`src/rtl/bram_read_router2.sv`:
```
// Two-requester read front end for one shared single-port BRAM.
// It arbitrates addresses onto the memory port and uses a tag pipeline to send
// each piece of returned data back to the requester that issued the read.
// Optional macro BRAM_ROUTER_FIXED_PRIO_EN: requester 1 always wins contention.
module bram_read_router2 #(
   parameter int ADDR_W       = 14,
   parameter int DATA_W       = 16,
   parameter int READ_LATENCY = 1
) (
   input  logic              clk_i,
   input  logic              reset_i,
   input  logic              req1_valid_i,
   input  logic [ADDR_W-1:0] req1_addr_i,
   output logic              req1_ready_o,
   input  logic              req2_valid_i,
   input  logic [ADDR_W-1:0] req2_addr_i,
   output logic              req2_ready_o,
   output logic              mem_en_o,
   output logic [ADDR_W-1:0] mem_addr_o,
   input  logic [DATA_W-1:0] mem_rdata_i,
   output logic              rsp1_valid_o,
   output logic [DATA_W-1:0] rsp1_data_o,
   output logic              rsp2_valid_o,
   output logic [DATA_W-1:0] rsp2_data_o
);

   localparam int TAG_DEPTH = READ_LATENCY + 1;

   logic                 grant1, grant2, accept;
   logic                 memEn_q, memEn_d;
   logic [ADDR_W-1:0]    memAddr_q, memAddr_d;
   logic [TAG_DEPTH-1:0] tagValid_q, tagValid_d;
   logic [TAG_DEPTH-1:0] tagPort2_q, tagPort2_d;
   logic                 rsp1Valid_q, rsp1Valid_d;
   logic                 rsp2Valid_q, rsp2Valid_d;
   logic [DATA_W-1:0]    rsp1Data_q, rsp1Data_d;
   logic [DATA_W-1:0]    rsp2Data_q, rsp2Data_d;

`ifdef BRAM_ROUTER_FIXED_PRIO_EN
   always_comb begin
      grant1 = req1_valid_i;
      grant2 = req2_valid_i & ~req1_valid_i;
   end
`else
   // Set when requester 2 received the most recent grant; reset favours requester 1 next.
   logic lastGrant2_q, lastGrant2_d;

   always_comb begin
      grant1 = req1_valid_i & (~req2_valid_i | lastGrant2_q);
      grant2 = req2_valid_i & (~req1_valid_i | ~lastGrant2_q);
      lastGrant2_d = lastGrant2_q;
      if (grant2) begin
         lastGrant2_d = 1'b1;
      end else if (grant1) begin
         lastGrant2_d = 1'b0;
      end
   end

   always_ff @(posedge clk_i) begin
      if (reset_i) begin
         lastGrant2_q <= 1'b1;
      end else begin
         lastGrant2_q <= lastGrant2_d;
      end
   end
`endif

   assign accept       = grant1 | grant2;
   assign req1_ready_o = grant1;
   assign req2_ready_o = grant2;

   // Tag slot READ_LATENCY lines up with the data currently on mem_rdata_i.
   always_comb begin
      memEn_d   = accept;
      memAddr_d = memAddr_q;
      if (grant2) begin
         memAddr_d = req2_addr_i;
      end else if (grant1) begin
         memAddr_d = req1_addr_i;
      end
      tagValid_d  = {tagValid_q[TAG_DEPTH-2:0], accept};
      tagPort2_d  = {tagPort2_q[TAG_DEPTH-2:0], grant2};
      rsp1Valid_d = tagValid_q[READ_LATENCY] & ~tagPort2_q[READ_LATENCY];
      rsp2Valid_d = tagValid_q[READ_LATENCY] &  tagPort2_q[READ_LATENCY];
      rsp1Data_d  = rsp1Valid_d ? mem_rdata_i : rsp1Data_q;
      rsp2Data_d  = rsp2Valid_d ? mem_rdata_i : rsp2Data_q;
   end

   always_ff @(posedge clk_i) begin
      if (reset_i) begin
         memEn_q     <= 1'b0;
         memAddr_q   <= '0;
         tagValid_q  <= '0;
         tagPort2_q  <= '0;
         rsp1Valid_q <= 1'b0;
         rsp2Valid_q <= 1'b0;
         rsp1Data_q  <= '0;
         rsp2Data_q  <= '0;
      end else begin
         memEn_q     <= memEn_d;
         memAddr_q   <= memAddr_d;
         tagValid_q  <= tagValid_d;
         tagPort2_q  <= tagPort2_d;
         rsp1Valid_q <= rsp1Valid_d;
         rsp2Valid_q <= rsp2Valid_d;
         rsp1Data_q  <= rsp1Data_d;
         rsp2Data_q  <= rsp2Data_d;
      end
   end

   assign mem_en_o     = memEn_q;
   assign mem_addr_o   = memAddr_q;
   assign rsp1_valid_o = rsp1Valid_q;
   assign rsp1_data_o  = rsp1Data_q;
   assign rsp2_valid_o = rsp2Valid_q;
   assign rsp2_data_o  = rsp2Data_q;

endmodule

```
`config.mk`:
```
export PLATFORM = sky130hd
export DESIGN_NAME = bram_read_router2
export DESIGN_NICKNAME = d
export VERILOG_FILES = /design/src/rtl/bram_read_router2.sv
export SDC_FILE = /design/constraint.sdc
export NUM_CORES = 1
export LEC_CHECK = 0
export ABC_AREA = 0
export CAP_MARGIN = 0
export CELL_PAD_IN_SITES_DETAIL_PLACEMENT = 2
export CELL_PAD_IN_SITES_GLOBAL_PLACEMENT = 2
export CORE_ASPECT_RATIO = 0.75
export CORE_MARGIN = 5
export CORE_UTILIZATION = 21
export DETAILED_ROUTE_END_ITERATION = 8
export GPL_TIMING_DRIVEN = 1
export PLACE_DENSITY_LB_ADDON = 0.1
export SLEW_MARGIN = 5
export SYNTH_ARGS = -nofsm -noshare
export SYNTH_HDL_FRONTEND = slang
export SYNTH_SLANG_ARGS = --single-unit
```
`constraint.sdc`:
```
create_clock -name clk_i -period 1.3 [get_ports clk_i]
set_input_delay 0.13 -clock clk_i [delete_from_list [all_inputs] [get_ports clk_i]]
set_output_delay 0.13 -clock clk_i [all_outputs]
set_load 0.01 [all_outputs]
```
==> impl_table.tex, run 1 <==
\begin{tabular}{lr}
\hline
Metric & Value \\
\hline
\multicolumn{2}{l}{\textbf{STA}} \\
Final period util & 97.27\% \\
Relative slew margins & 73.99\% \\
Number of hold violations in the final report & 0 \\
Unrepaired setup endpoints after global routing & true \\
Tightest Pin Transition & 390.2 ps \\
Clock Skew & 6.098 ps \\
Highest clock rate & 790.9 MHz \\
Time the final worst path needs with I/O delays and setup & 1264 ps \\
Final Max Slew Viols & 0 \\
Finish-stage setup viols & 0 \\
Worst hold slack & 286.1 ps \\
\multicolumn{2}{l}{\textbf{Placed design}} \\
Detailed Place HPWL & 5366 um \\
Final GP Congestion & 0.7187 \\
Number of placed cells counting well taps & 467 \\
Count of buffers inserted at the top-level ports & 98 \\
\multicolumn{2}{l}{\textbf{GRT}} \\
Antenna violations before repair & 0 \\
Pin count of the biggest net entering global routing & 27 \\
Via count of the first global-routing pass & 2219 \\
Total routing resource utilization after global routing & 12.72\% \\
Residual overflow from global routing & 0 \\
First-pass GRT wire length & 11360 um \\
\multicolumn{2}{l}{\textbf{Drt}} \\
Total Routed Length & 6968 um \\
Number of iterations in the first detailed-routing pass & 2 \\
Drt via density & 4.221 \\
Remaining design rule violation count & 0 \\
DRC violation total after the first TritonRoute iteration & 39 \\
Number of nets with antenna violations after detailed routing & 0 \\
Detailed-route wire length per cell & 14.64 um \\
Via count & 2009 \\
\multicolumn{2}{l}{\textbf{Synth}} \\
Biggest area contributors in the synthesized netlist & sky130\_fd\_sc\_hd\_\_dfxtp\_1, sky130\_fd\_sc\_hd\_\_nand2\_1, sky130\_fd\_sc\_hd\_\_a21oi\_1 \\
Synthesized cell area & 1976 um2 \\
Count of mapped cells out of synthesis & 242 \\
Post-synthesis net count & 290 \\
Number of distinct standard cells referenced by the synthesized netlist & 20 \\
Share of the yosys chip area belonging to registers & 53.70\% \\
Cell type contributing the most total cell area after synthesis & sky130\_fd\_sc\_hd\_\_dfxtp\_1 \\
Top cell type's share of synthesized area & 53.70\% \\
Yosys warning total & 0 \\
Average size of a mapped cell & 8.164 um2 \\
Number of flip-flops and latches in the synthesized netlist & 53 \\
\multicolumn{2}{l}{\textbf{Clock network}} \\
Clock latency of the later-clocked register in the worst-skew pair & 290 ps \\
Clock transition at path regs & 70 ps \\
Number of sinks handled by clock tree synthesis & 53 \\
Hold-fix buffers at CTS & 0 \\
Clock tree buffer depth & 2 \\
Inserted Clock Buffers & 5 \\
TritonCTS clock tree & done \\
Count of H-tree levels built during CTS & 2 \\
CTS root buffer & sky130\_fd\_sc\_hd\_\_clkbuf\_16 \\
\multicolumn{2}{l}{\textbf{Worst setup path}} \\
Worst Path Class, Setup & reg2out \\
Worst Setup End Kind & output port \\
FF-to-FF Start & lastGrant2\_q \\
Data required time of the critical path & 1170 ps \\
Worst setup path startpoint & lastGrant2\_q \\
Crit path max fanout & 3 \\
Launching element type of the critical path & flop \\
Arrival time at the worst endpoint & 1130 ps \\
Worst setup slack for register-to-register paths & 100 ps \\
\multicolumn{2}{l}{\textbf{Layout}} \\
Number of nets in the layout & 395 \\
Most frequent standard cell in the layout excluding fill and tap cells & sky130\_fd\_sc\_hd\_\_nand2\_1 \\
P\&R area growth vs syn & 68.27\% \\
Final instance count without filler cells & 476 \\
Fillers & 1049 \\
Commonest cells after routing, fill and taps aside & sky130\_fd\_sc\_hd\_\_nand2\_1, sky130\_fd\_sc\_hd\_\_dfxtp\_1, sky130\_fd\_sc\_hd\_\_dlygate4sd2\_1, sky130\_fd\_sc\_hd\_\_clkdlybuf4s50\_1, sky130\_fd\_sc\_hd\_\_a21oi\_1 \\
Count of inserted antenna diode cells & 0 \\
Proportion of layout cells with a drive suffix above 1 & 11.78\% \\
\multicolumn{2}{l}{\textbf{Min path}} \\
Min-delay src & reset\_i \\
Worst Hold Class & in2reg \\
\multicolumn{2}{l}{\textbf{Die}} \\
Initial Utilization & 21.66\% \\
DIE HEIGHT & 94 um \\
Top-Level Pins & 99 \\
Core region area & 9121 um2 \\
Area enclosed by the die boundary & 11470 um2 \\
Die extent in x & 122 um \\
Std cell rows & 30 \\
\multicolumn{2}{l}{\textbf{Flow run}} \\
Max Cap Violations & 0 \\
\multicolumn{2}{l}{\textbf{Power}} \\
Total power divided by cell area & 1103 nW/um2 \\
Leakage Power & 1.496 nW \\
Overall Power & 3.668 mW \\
Worst supply voltage drop on vdd & 0.0004769 V \\
\multicolumn{2}{l}{\textbf{Status}} \\
Status & finished clean \\
\hline
\end{tabular}
==> layout make-up <==
type	instances	area (um2)	share of cell area, %
timing repair buffer	116	1085	32.63
clock inverter	2	13.76	0.4140
clock buffer	6	138.9	4.178
inverter	3	16.27	0.4893
multi-input combinational	168	848.3	25.52
tap	128	160.2	4.817
sequential	53	1062	31.95
==> final timing paths <==
check,depth (start not counted),to
setup / recovery,4,req1_ready_o
hold / removal,2,mem_addr_o[2]
setup reg to reg,5,mem_addr_o[7]
hold reg to reg,1,tagPort2_q[1]
==> per-layer routing <==
layer | track usage (%) | share of wire, %
met4 | 3.358 | 1.0
met2 | 20.04 | 46
met1 | 15.80 | 44
met5 | 0 | 0
met3 | 5.719 | 9.1
==> critical path: stages (launching register included) <==
cell and delay, ps:
sky130_fd_sc_hd__dfxtp_2 330, sky130_fd_sc_hd__or2b_1 250, sky130_fd_sc_hd__nand2_2 90, sky130_fd_sc_hd__inv_1 40
sky130_fd_sc_hd__buf_2 130
==> cells in the mapped netlist, drive strengths merged <==
cell / instances
inv: 3
nor2b: 4
a21oi: 33
nand2b: 1
a311oi: 12
nor3b: 2
nand2: 91
or2b: 1
buf: 8
o221a: 2
and2: 1
dfxtp: 53
clkbuf: 10
nor2: 17
or2: 1
a21bo: 1
mux2: 2
==> where the power goes <==
part	leakage [nW]	total, mW	internal [mW]	switching [mW]
clock	0.0768	1.37	0.768	0.607
combinational	0.986	0.562	0.307	0.256
sequential	0.433	1.73	1.70	0.0353
total	1.50	3.67	2.77	0.898
==> what timing repair did <==
action,in CTS,in global routing
setup endpoints to repair,49,13
resized for setup,57,12
setup buffers,2,0
pin swaps,0,1
==> per-stage QoR <==
step,instance area [um2],setup slack (ps),setup TNS (ps),util (%)
finish,3324,35.55,0,36.45
detailed placement,3169,-369.8,-4561,34.75
global route,3324,-30.87,-30.87,36.45
global placement,3169,-342.3,-3555,34.75
CTS,3293,1.425,0,36.10
floorplan,1976,191.3,0,-
==> logic make-up after synthesis <==
kind of cell | Yosys count | share of synthesized area (%)
buf+inv | 21 | 5.637
simple gates | 118 | 23.88
flops | 53 | 53.70
compound gates | 48 | 15.64
mux | 2 | 1.140
==> sequential cells by signal, summed over array words and instances, names as in the netlist <==
register / count
rsp1_data_o: 16
rsp2_data_o: 16
mem_addr_o: 14
tagPort2_q: 2
tagValid_q: 2
lastGrant2_q: 1
rsp1_valid_o: 1
rsp2_valid_o: 1
Note: power is estimated with default switching activity, not from simulation.
==> run 2: changes to the inputs <==
--- a/config.mk
+++ b/config.mk
@@ -12,6 +12,7 @@
 export CORE_ASPECT_RATIO = 0.75
 export CORE_MARGIN = 5
 export CORE_UTILIZATION = 21
+export CTS_CLUSTER_DIAMETER = 100
 export DETAILED_ROUTE_END_ITERATION = 8
 export GPL_TIMING_DRIVEN = 1
 export PLACE_DENSITY_LB_ADDON = 0.1
==> results of run 2 <==
The final DEF is identical to that of run 1; final timing and power are the same.
==> edit (settings of run 2) <==
`READ_LATENCY`: 1 -> 2.
--- a/src/rtl/bram_read_router2.sv
+++ b/src/rtl/bram_read_router2.sv
@@ -5,7 +5,7 @@
 module bram_read_router2 #(
    parameter int ADDR_W       = 14,
    parameter int DATA_W       = 16,
-   parameter int READ_LATENCY = 1
+   parameter int READ_LATENCY = 2
 ) (
    input  logic              clk_i,
    input  logic              reset_i,
Formal check against the unedited RTL: not equivalent (Yosys sat finds a counterexample within 4 cycles, from zero or initial values and one cycle with reset_i high).
==> edit against run 2 <==
- wire length decreased by 1.4%
- final area increased by 0.34%
- worst setup slack improved by 0.036 ns
- area after synthesis increased by 2.7%
- via count increased by 1.0%
- sequential cell count increased by 2
- total power decreased by 0.21%
- fmax increased by 3.0%
- largest power group unchanged
==> edit: results (changes against run 2) <==
status=complete, no violations (unchanged); pre-CTS WS=-0.338 ns (was -0.370 ns); Reg2Reg Capture Point=mem_addr_o[5] (was mem_addr_o[7]); count of different cell masters after synthesis=21 (was 20); most frequent cells after synthesis=91 x sky130_fd_sc_hd__nand2_1, 55 x sky130_fd_sc_hd__dfxtp_1, 33 x sky130_fd_sc_hd__a21oi_1 (was 91 x sky130_fd_sc_hd__nand2_1, 53 x sky130_fd_sc_hd__dfxtp_1, 33 x sky130_fd_sc_hd__a21oi_1); Synth Area per Inst=8.24 sq um (was 8.16 sq um); vias=2030 (was 2009); met2 global-route usage=0.206 (was 0.200); portion of the post-synthesis area used by sequential elements=0.543 (was 0.537); DR WL met2=3.19 mm (was 3.18 mm); half-perimeter wire length after detailed placement=5.11 mm (was 5.37 mm); Placed Area=3230 sq um (was 3170 sq um); final weighted congestion of routability-driven global placement=0.726 (was 0.719); total nets after synthesis=294 (was 290); Leakage Power=1.51 nW (was 1.50 nW); met3 Track Usage GR=0.0463 (was 0.0572); WL final=6.87 mm (was 6.97 mm); total placed cells including tap cells=475 (was 467); largest net degree at the start of global routing=56 (was 27); dominant cells by area after synthesis=sky130_fd_sc_hd__dfxtp_1 54%, sky130_fd_sc_hd__nand2_1 17%, sky130_fd_sc_hd__a21oi_1 8.1% (was sky130_fd_sc_hd__dfxtp_1 54%, sky130_fd_sc_hd__nand2_1 17%, sky130_fd_sc_hd__a21oi_1 8.4%); DRT Pass-1 Iters=3 (was 2); global-route wire length before repair=11.4 mm (about the same); Worst path top cell family by delay=flip-flops (was simple AND/OR/NAND/NOR gates); part of the power in the clock network=0.380 (was 0.375); vias in the first global route=2314 (was 2219); initial detailed-routing violation count=70 (was 39); worst hold path cell count=3 (was 2); met3 wirelength from detailed routing=520 microns (was 631 microns); worst ir drop on vdd=547 uV (was 477 uV); Max transition margin=0.825 (was 0.740); Worst Hold Slack=0.311 ns (was 0.286 ns); GRT Total Usage=0.122 (was 0.127); via/cell ratio=4.20 (was 4.22); Internal Pwr Total=2.79 mW (was 2.77 mW); routed metal-1 wirelength=3.10 mm (was 3.08 mm); fraction of layout cells with a size suffix above 1=0.103 (was 0.118); reported combinational group power=0.492 mW (was 0.562 mW); relative contribution of sequential cells to total power=0.486 (was 0.472); met1 demand-to-capacity share in global routing=0.149 (was 0.158); NumNets Final=398 (was 395); Post-Route Skew=0.00572 ns (was 0.00610 ns); arrival time of data at the critical path endpoint=1.10 ns (was 1.13 ns)
==> edit: changes by cell type in the layout (fill, tap and decap cells not counted), moves of 2 or more <==
cell | run 2 | this run
sky130_fd_sc_hd__a311oi_1 | 8 | 11
sky130_fd_sc_hd__o221a_2 | 0 | 2
sky130_fd_sc_hd__a311oi_2 | 4 | 1
sky130_fd_sc_hd__o221a_4 | 2 | 0
sky130_fd_sc_hd__buf_6 | 2 | 0
sky130_fd_sc_hd__dlygate4sd2_1 | 47 | 45
sky130_fd_sc_hd__nor2b_1 | 4 | 6
sky130_fd_sc_hd__dfxtp_1 | 52 | 54
==> edit: layout make-up <==
cell class / instances / area, sq um
Sequential cell: 55 / 1100
Clock inverter: 2 / 16.3
Multi-Input combinational cell: 170 / 822
Inverter: 3 / 16.3
Timing Repair Buffer: 115 / 1070
Fill cell: 1104 / 6210
Tap cell: 132 / 165
Clock buffer: 6 / 139
==> edit: how the worst max path moves through the flow <==
stage	to	cells past startpoint	from	slack, ns
after detailed placement	req2_ready_o	4	req2_valid_i	-0.34
after CTS	rsp2_data_o[5]	1	rsp2_data_o[5]	0.0003
after floorplan	rsp1_data_o[10]	5	tagPort2_q[2]	0.19
after global placement	req2_ready_o	4	req2_valid_i	-0.34
after global routing	mem_addr_o[5]	5	lastGrant2_q	0.003
final	req1_ready_o	4	lastGrant2_q	0.07
==> edit: logic make-up (layout without fill, tap and decap cells) <==
logic type      after synthesis  in the layout  share of synthesized area
simple gates                120            120                      0.239
flops                        55             55                      0.543
compound gates               48             48                      0.152
buf+inv                      21            126                     0.0549
mux                           2              2                     0.0111
==> edit: repair_timing <==
item | CTS | global route
hold buffers | 0 | 0
resized for setup | 52 | 7
pin swaps | 1 | 0
endpoints found under the setup margin | 46 | 7
